===== src/rtl/ei_axi4_chk_pkg.sv =====
// Shared types for the AXI4 protocol checker: error bit indices, burst-length
// type and a lowest-set-bit helper used for first-error capture.
package ei_axi4_chk_pkg;

    localparam int ERR_W   = 16;
    localparam int WDONE_W = 8;

    typedef enum logic [3:0] {
        ERR_AW_STABLE     = 4'd0,
        ERR_W_STABLE      = 4'd1,
        ERR_B_STABLE      = 4'd2,
        ERR_AR_STABLE     = 4'd3,
        ERR_R_STABLE      = 4'd4,
        ERR_WLAST_EARLY   = 4'd5,
        ERR_WLAST_MISSING = 4'd6,
        ERR_W_NO_AW       = 4'd7,
        ERR_B_NO_WDONE    = 4'd8,
        ERR_RLAST_EARLY   = 4'd9,
        ERR_RLAST_MISSING = 4'd10,
        ERR_R_NO_AR       = 4'd11,
        ERR_AW_OVF        = 4'd12,
        ERR_AR_OVF        = 4'd13,
        ERR_VALID_DROP    = 4'd14,
        ERR_WDONE_OVF     = 4'd15
    } err_idx_e;

    // 9 bits so that len+1 = 256 fits
    typedef logic [8:0] burst_len_t;

    function automatic logic [3:0] lowest_set(input logic [ERR_W-1:0] v);
        lowest_set = 4'd0;
        for (int i = ERR_W - 1; i >= 0; i--) begin
            if (v[i]) lowest_set = 4'(i);
        end
    endfunction

endpackage


===== src/rtl/ei_axi4_len_fifo.sv =====
// Small FIFO holding AxLEN of accepted address phases until their data burst
// completes. Simultaneous push/pop is allowed; push is dropped only if still full after the pop.
module ei_axi4_len_fifo
    import ei_axi4_chk_pkg::*;
#(
    parameter int WIDTH = 8,
    parameter int DEPTH = 4
) (
    input  logic                     aclk,
    input  logic                     temp_aresetn,
    input  logic                     push,
    input  logic [WIDTH-1:0]         din,
    input  logic                     pop,
    output logic [WIDTH-1:0]         head,
    output logic                     full,
    output logic                     empty,
    output logic [$clog2(DEPTH):0]   count
);
    localparam int PW = $clog2(DEPTH);

    logic [WIDTH-1:0] mem [DEPTH];
    logic [PW-1:0]    rptr;
    logic [PW-1:0]    wptr;
    logic             do_push;
    logic             do_pop;

    assign empty   = (count == '0);
    assign full    = (count == ($clog2(DEPTH) + 1)'(DEPTH));
    assign head    = mem[rptr];
    assign do_pop  = pop && !empty;
    assign do_push = push && (!full || do_pop);

    always_ff @(posedge aclk) begin
        if (do_push) mem[wptr] <= din;
    end

    always_ff @(posedge aclk or negedge temp_aresetn) begin
        if (!temp_aresetn) begin
            rptr  <= '0;
            wptr  <= '0;
            count <= '0;
        end else begin
            if (do_push) wptr <= wptr + 1'b1;
            if (do_pop)  rptr <= rptr + 1'b1;
            case ({do_push, do_pop})
                2'b10:   count <= count + 1'b1;
                2'b01:   count <= count - 1'b1;
                default: count <= count;
            endcase
        end
    end

endmodule


===== config.mk =====
export PLATFORM = sky130hd
export DESIGN_NAME = ei_axi4_len_fifo
export DESIGN_NICKNAME = d
export VERILOG_FILES = /design/src/rtl/ei_axi4_chk_pkg.sv /design/src/rtl/ei_axi4_len_fifo.sv
export SDC_FILE = /design/constraint.sdc
export NUM_CORES = 1
export LEC_CHECK = 0
export ABC_AREA = 1
export CAP_MARGIN = 25
export CORE_MARGIN = 2
export CORE_UTILIZATION = 56
export CTS_CLUSTER_DIAMETER = 120
export DETAILED_ROUTE_END_ITERATION = 7
export PLACE_DENSITY_LB_ADDON = 0.08
export SLEW_MARGIN = 20
export SYNTH_ARGS = -nofsm -noshare
export SYNTH_HDL_FRONTEND = slang
export SYNTH_SLANG_ARGS = --single-unit

===== constraint.sdc =====
create_clock -name aclk -period 3.07 [get_ports aclk]
set_input_delay 0.614 -clock aclk [delete_from_list [all_inputs] [get_ports aclk]]
set_output_delay 0.614 -clock aclk [all_outputs]
set_load 0.005 [all_outputs]

# ---- Word level (Yosys, flattened, before mapping)
# Memories as Yosys holds them, arrays and structs flattened.
# Index checks and enable logic that the tools add are counted.
dict set report word_totals {
  romBits 0
  wordCells 21
  latchBits 0
  ramBits 32
  mem_count 1
  register_bits 7
  input_bits 12
  out_inout_bits 13
}
dict set report op_classes {
  n_eq_ne 3
  mux 3
  shift 0
  mul 0
  add_sub_neg 4
  div 0
  n_reduce_logical 7
  n_lt_le_gt_ge 0
  bitwise_logic 0
}
# name depth width read_ports rd_ports_with_merged_regs wr line
set mem_list {}
lappend mem_list {mem 4 8 1 0 1 ei_axi4_len_fifo.sv:21} ;# logic [WIDTH-1:0] mem [DEPTH];
# cell n
set op_table {}
lappend op_table {{case mux 3 bit (2 select lines)} 1}
lappend op_table {{adder 2 x 1 -> 2 bit (second input constant)} 2}
lappend op_table {{adder 3 x 1 -> 3 bit (second input constant)} 1}
lappend op_table {{equality test 3 bit (second input constant)} 1}
lappend op_table {{zero test 3 bit} 1}
lappend op_table {{subtractor 3 x 1 -> 3 bit (second input constant)} 1}
lappend op_table {{equality test 2 x 1 -> 1 bit (second input constant)} 1}
lappend op_table {{equality test 2 bit (second input constant)} 1}
lappend op_table {{logical AND 1 bit} 2}
lappend op_table {{zero test 1 bit} 2}
lappend op_table {{2-to-1 mux 1 bit} 2}
lappend op_table {{nonzero test 2 bit} 1}
lappend op_table {{logical OR 1 bit} 1}

# ---- Logic depth before layout (Yosys ltp)
dict set report depth {
  word_depth 7
  depth_mapped 9
  ltp_nobuf 9
}

# ---- Worst setup path before layout
# Ideal clock, no wire load.
dict set report synth_timing {
  kind {input to register}
  from {input port push}
  to {register count[1]}
  cell_stages 5
  required_ns 2.948
  n_path_buf 0
  arrival_time_ns 1.457
  slack_ns 1.491
  setup_time_ns 0.122
  path_cell_list {nand3b_2 fa_1 inv_1 nand2_1 o21ai_1}
}
dict set report synth_between {
  elab_chain_cells 3
  elab_cells_between_ends 5
  classes_between {2 x eq/ne; 1 x mux; 2 x reduce/logical}
}
# item line
set synth_lines {}
lappend synth_lines {{start: declaration} ei_axi4_len_fifo.sv:11} ;# input logic push,
lappend synth_lines {{logical AND 1 bit (*)} ei_axi4_len_fifo.sv:31} ;# assign do_push = push && (!full || do_pop);
lappend synth_lines {{equality test 2 x 1 -> 1 bit / equality test 2 bit (equally long branches)} ei_axi4_len_fifo.sv:45} ;# case ({do_push, do_pop})
lappend synth_lines {{case mux 3 bit (2 select lines) / nonzero test 2 bit (equally long branches)} n/a}
lappend synth_lines {{end signal: assignment} ei_axi4_len_fifo.sv:46} ;# 2'b10: count <= count + 1'b1;
lappend synth_lines {{end signal: assignment} ei_axi4_len_fifo.sv:47} ;# 2'b01: count <= count - 1'b1;
lappend synth_lines {{end signal: assignment} ei_axi4_len_fifo.sv:48} ;# default: count <= count;
lappend synth_lines {{end: declaration} ei_axi4_len_fifo.sv:17} ;# output logic [$clog2(DEPTH):0] count
# Every way passes the cells marked *; elsewhere a longest branch is shown, timed or not.
# A chain may end at the register's enable or synchronous reset.

# ---- Worst setup path in the final report
dict set report layout_timing {
  from {register rptr[0]}
  to {output port head[3]}
}
dict set report layout_between {
  elab_chain_cells 1
}
# item line
set layout_lines {}
lappend layout_lines {{start: declaration} ei_axi4_len_fifo.sv:22} ;# logic [PW-1:0] rptr;
lappend layout_lines {{start signal: assignment} ei_axi4_len_fifo.sv:44} ;# if (do_pop) rptr <= rptr + 1'b1;
lappend layout_lines {{memory read (4 x 8 bit)} n/a}
lappend layout_lines {{end: declaration} ei_axi4_len_fifo.sv:14} ;# output logic [WIDTH-1:0] head,
# Every way passes these cells.

==> out/metrics.sh <==
CP_ARRIVAL_NS=2.12
SYNTH.TOP_CELLS.BY_COUNT='edfxtp_1, nor2_1, o21ai_0'
YS_TYPES=23
SETUP_TOTAL_NEGATIVE_SLACK_NS=0
CORE_REGION_AREA_UM2=2780
POST-ROUTE-DRC-COUNT=0
CLK_PIN_SLEW_WORST_PATHS_NS=0.12
SYNTH.AREA.TOP_CELLS='edfxtp_1, dfrtp_1, nor2_1'
POST-ROUTE-WORST-SETUP-SLACK_NS=0.333
LAYOUT_WORST_PATH_CYCLE_SHARE_PCT=89.1
POST-CTS-SETUP-BUFFERS=0
MAX_CAP_VIOL_COUNT=0
NUMCTSBUFFERS=5
CRITICALPATHCATEGORY='flop to output port'
DETAILEDROUTE.FIRSTPASSITERATIONCOUNT=4
PLACE_WS_NS=0.764
CLOCK_TREE.HTREE_LEVEL_COUNT=2
CP_DATA_REQUIRED_TIME_NS=2.46
CRITICAL_PATH.CELL_CHAIN='inv_2 > nor2_1 > o22ai_1 > clkdlybuf4s50_1'
VIAS_IN_THE_FIRST_GLOBAL_ROUTE=1038
POST_SYNTHESIS_SEQUENTIAL_AREA_RATIO_PCT=68.9
WIRE_LENGTH_OF_THE_FIRST_GLOBAL_ROUTING_PASS_UM=4820
GRT_START_MAX_NET_PINS=19
SYNTH.CELL_AREA_UM2=1650
R2R-START='count[0]'
GP_CONGESTION=0.786
SYNTH_EDF_COUNT=32
RSZ0062_AT_GRT='false'
MAX_SLEW_MARGIN_PCT=63.7
WORST-PATH-BUF-INV=2
SYNTHMOSTINSTANTIATEDCELL='edfxtp_1'
VIAS=1094
ANTENNA-DIODE-COUNT=0
CP-STARTPOINT='rptr[0]'
CTS.SINK_COUNT=39
DIE_H_UM=58.3
TIMING.FINAL.CRIT_PERIOD_NS=2.74
POSTROUTEANTENNANETS=0
YS_ASYNC_SR_FRACTION_PCT=17.9
DP_HPWL_UM=2080
TIMING.HOLD.WORST.CLASS='input pin to async pin'
FINALCLOCKSKEW_NS=0.00412
CTSLONGESTPATHBUFFERS=2
ROUTED_WL_UM=3010
ROWS=19
YOSYS_MOST_USED_DFF='edfxtp_1'
PATH_DELAY_FAMILY='buffers and inverters'
WORST_SLEW_PIN_SLEW_NS=0.545
SYNTH_SEQ_CELLS=39
FMAXACHIEVABLE_MHz=365
GROUTE.USAGE.OVERALL_PCT=20.1
FINAL-HOLD-VIOLATION-COUNT=0
HOLDWS_NS=0.531
HOLDBUFCOUNTCTS=0
FRACTION_OF_LAYOUT_INSTANCES_USING_A_DRIVE_STRENGTH_ABOVE_1_PCT=13.9
SYNTH_FP_NETS=150
CP_MAX_FO=18
OUTCOME='complete, no violations'
START_UTIL_PCT=59.3
YOSYSWARNINGCOUNT=0
TIMING_MAX_TRANSITION_VIOLATIONS_FINAL=0
IRDROPWORSTVDD_mV=0.680
GRT_OVERFLOW=0
P_LEAK_nW=0.787
TIMING.CRITICAL_PATH.TO_TYPE='output port'
DETAILEDROUTE.FIRSTITERATIONVIOLATIONS=41
CTS_ROOT_BUFFER='clkbuf_4'
DIE-WIDTH_UM=58.3
CRITICAL-PATH-MAX-STAGE-DELAY_NS=0.60
VIA_PER_INST=5.58
CRITICAL_PATH.SLOWEST_CELL='dfrtp_1'
POSTLAYOUTCOREUTIL_PCT=72.6
PORT_BUFFERS=24
WORST_SKEW_PAIR_LATENCY_NS=0.33
SYNTH_AREA_PER_CELL_UM2=12.4
TIMING.CRITICAL_PATH.FROM_TYPE='flop'
SYNTH_TOP_CELL_BY_AREA='edfxtp_1'
POWER_DENSITY_nW_PER_UM2=946
ROUTE.DETAILED.WL_PER_INST_UM=15.4
FINAL_NET_COUNT=181
GRT_ANTENNA_BEFORE_REPAIR=0
TRITONCTS='built'
SETUP_VIOL=0
FILLERINSTANCES=199
SYN_INST=133
CTS-RESIZED-GATES=0
IOPINCOUNT=25
NETLIST.AREA_LEADER.SHARE_PCT=58.3
DIEAREA_UM2=3390
AREA_GROWTH_PCT=22.4
## through the flow
step                total power [mW]  cell area (um2)  cells
floorplan                       1.22             1650    133
global placement                1.55             1940    188
detailed placement              1.59             1940    188
CTS                             1.93             2020    196
global route                    2.04             2020    196
finish                          1.91             2020    196
## power breakdown
group          total, mW  switching (mW)  internal (mW)
registers          0.816           0.108          0.709
logic              0.756           0.381          0.375
clock network      0.338           0.166          0.171
total               1.91           0.655           1.25
## state kept, by name (all words and copies together) (netlist names)
signal / count
count: 3
mem: 32
rptr: 2
wptr: 2
## cell families after synthesis
| kind of cell | Yosys count | share of synthesized area [%] |
|---|---|---|
| adders and majority gates | 5 | 4.25 |
| and+or+nand+nor | 40 | 11.3 |
| buffers and inverters | 19 | 4.70 |
| DFF | 39 | 68.9 |
| AOI/OAI and AO/OA | 28 | 9.79 |
| xor gates and xnor gates | 2 | 1.06 |
## final timing paths
path / to / slack (ns) / depth (start not counted)
max reg2reg: count[2] / 1.55 / 8
max in group asynchronous: wptr[1] / 2.29 / 1
max: head[3] / 0.33 / 4
min in group aclk: count[2] / 0.58 / 2
min reg2reg: count[2] / 0.58 / 2
min: count[2] / 0.53 / 1
## cell type report
cell class                 instances  area (um2)  share of cell area (%)
sequential                        39        1140                    56.3
multi-input combinational         75         435                    21.6
timing repair buffer              28         270                    13.4
inverter                          15        56.3                    2.79
clock inverter                     3        43.8                    2.17
tap                               31        38.8                    1.92
clock buffer                       5        37.5                    1.86
## routing by layer
metal,wire length [um],up-vias,global-route usage [%]
li1,-,521,-
met1,1270,540,25.5
met2,1580,25,32.3
met3,107,8,5.80
met4,55,0,8.64
met5,0,-,0
## layout by cell type, fill, tap and decap left out
| master | instances |
|---|---|
| a21oi_1 | 2 |
| buf_4 | 4 |
| bufinv_16 | 1 |
| clkbuf_4 | 5 |
| clkdlybuf4s50_1 | 24 |
| clkinv_2 | 1 |
| clkinv_4 | 1 |
| dfrtp_1 | 7 |
| edfxtp_1 | 32 |
| fa_1 | 1 |
| ha_1 | 4 |
| inv_1 | 13 |
| inv_2 | 2 |
| nand2_1 | 8 |
| nand2_2 | 4 |
| nand3_1 | 2 |
| nand3_2 | 1 |
| nand3b_2 | 1 |
| nor2_1 | 22 |
| nor2_2 | 1 |
| nor2_4 | 1 |
| o21ai_0 | 14 |
| o21ai_1 | 3 |
| o21ai_4 | 1 |
| o22ai_1 | 8 |
| xor2_1 | 2 |
Power figures use the tool's default switching activity.
==> RTL edit, RTL diff (same settings) <==
Change the parameter `WIDTH` from 8 to 7.
--- a/src/rtl/ei_axi4_len_fifo.sv
+++ b/src/rtl/ei_axi4_len_fifo.sv
@@ -3,7 +3,7 @@
 module ei_axi4_len_fifo
     import ei_axi4_chk_pkg::*;
 #(
-    parameter int WIDTH = 8,
+    parameter int WIDTH = 7,
     parameter int DEPTH = 4
 ) (
     input  logic                     aclk,
Interface: changed (resized din and head); port bits go from 25 to 23. The function was not compared with the original's and may differ.
==> RTL edit against the unedited design <==
Design area decreased by 11%; via count decreased by 13%; die area decreased by 8.8%; worst setup slack got worse by 47 ps; area after synthesis decreased by 9.5%; sequential cell count decreased by 4; count of clock-buffer cells in the layout unchanged; wire length decreased by 19%; power decreased by 15%; critical endpoint is now head[4]; largest cell class unchanged.
==> RTL edit: results (changes against the unedited design) <==
ys_types: 20  # -13%
grt_use_met2_pct: 29.6  # -2.7 points
cts_buffer_depth: 2  # unchanged
drive_above_1_share_pct: 10.0  # -3.9 points
clk_pin_slew_ps: 100  # -20 ps
antenna_cells: 0  # unchanged
syn_nets: 139  # -7.3%
hpwl_um: 1710  # -18%
grt_pass1_vias: 917  # -12%
numCtsBuffers: 5  # unchanged
place_ws_ps: 658  # -106 ps
grtUsageMet3_pct: 5.81  # +0.010 points
ir_worst_vdd_v: 0.000656  # -3.6%
avgViaCountPerCell: 5.29  # -5.2%
grt_pass1_wl_um: 4020  # -17%
async_flop_share_pct: 20.0  # +2.1 points
internal-power_mw: 1.05  # -16%
synth-edff-count: 28  # -13%
path_max_fanout: 16  # -2
ys_top_cells_by_count: "edfxtp_1 (28), nor2_1 (21), inv_1 (15)"
io_buffers: 22  # -8.3%
status: "finished clean"
wl_per_cell_um: 13.6  # -11%
ys_seq_area_share_pct: 68.1  # -0.83 points
crit_arrival_ps: 2170  # +50 ps
fin_skew_ps: 4.92  # +0.799 ps
gp_congestion: 0.736  # -6.4%
post-cts-setup-buffers: 0  # unchanged
grt_use_met1_pct: 20.6  # -4.9 points
reg_top3: "mem x28, count x3"
nNetsFinal: 165  # -8.8%
cts_resized: 0  # unchanged
rr_worst_depth: 4  # -4
firstDrtPassIters: 4  # unchanged
antenna_found_initial: 0  # unchanged
synth_ff_type: "edfxtp_1"
root_buffer: "clkbuf_4"
fillers: 171  # -14%
grt_max_degree: 17  # -2
relSlewSlack_pct: 54.8  # -8.9 points
post_dp_cell_area_um2: 1740  # -10%
area_delta_synth_final_pct: 19.9
p_leak_nw: 0.706  # -10%
synth_area_leaders: "edfxtp_1 (56%), dfrtp_1 (12%), nor2_1 (5.3%)"
drt_iter0_drc: 24  # -41%
track_usage_pct: 17.6  # -2.5 points
[RTL edit: power by group through the flow]
stage	registers, mW	logic, mW	clock network (mW)
finish	0.739	0.661	0.228
detailed placement	0.750	0.664	0
floorplan	0.701	0.401	0
global placement	0.744	0.647	0
global route	0.752	0.746	0.259
CTS	0.740	0.669	0.232
[RTL edit: logic make-up (layout without fill, tap and decap cells)]
logic type,Yosys count,count (layout),share of synthesized area (%)
AND/OR/NAND/NOR,38,38,11.7
XOR/XNOR,2,2,1.17
flip-flops,35,35,68.1
buffers and inverters,18,45,4.69
adder cells (fa/ha/maj),5,5,4.69
AO/OA/AOI/OAI,25,25,9.72
[RTL edit: cell type report]
class / count / area share [%]
repair buffers: 22 / 12.3
clock buffers: 5 / 2.10
flip-flops and latches: 35 / 56.8
multi-input cells: 70 / 22.7
well taps: 30 / 2.10
inverters: 15 / 3.15
clock inverters: 3 / 0.839
[RTL edit: path summary, 6_finish.rpt]
check	slack, ps	from	to
min	530	temp_aresetn	wptr[1]$_DFFE_PN0P_
max	290	rptr[0]$_DFFE_PN0N_	head[4]
max in group asynchronous	2300	temp_aresetn	rptr[1]$_DFFE_PN0N_
min in group aclk	580	count[2]$_DFFE_PN0P_	count[2]$_DFFE_PN0P_
max reg2reg	1460	wptr[0]$_DFFE_PN0P_	mem[0][5]$_DFFE_PP_
min reg2reg	580	count[2]$_DFFE_PN0P_	count[2]$_DFFE_PN0P_
[RTL edit: per-stage QoR]
step | cells | hold WS, ps
floorplan | 123 | 318
global placement | 172 | 532
detailed placement | 172 | 571
CTS | 180 | 527
global route | 180 | 546
finish | 180 | 531
[RTL edit: critical path, cell delays in order, from the launching register on]
cell	delay, ps
dfrtp_1	680
inv_1	350
o21ai_0	270
o22ai_1	90
clkdlybuf4s50_1	450
[RTL edit: routing by layer]
| layer | vias up | wire [um] |
|---|---|---|
| met3 | 4 | 175 |
| met2 | 31 | 1270 |
| met4 | 0 | 25 |
| met5 | - | 0 |
| li1 | 471 | - |
| met1 | 446 | 980 |
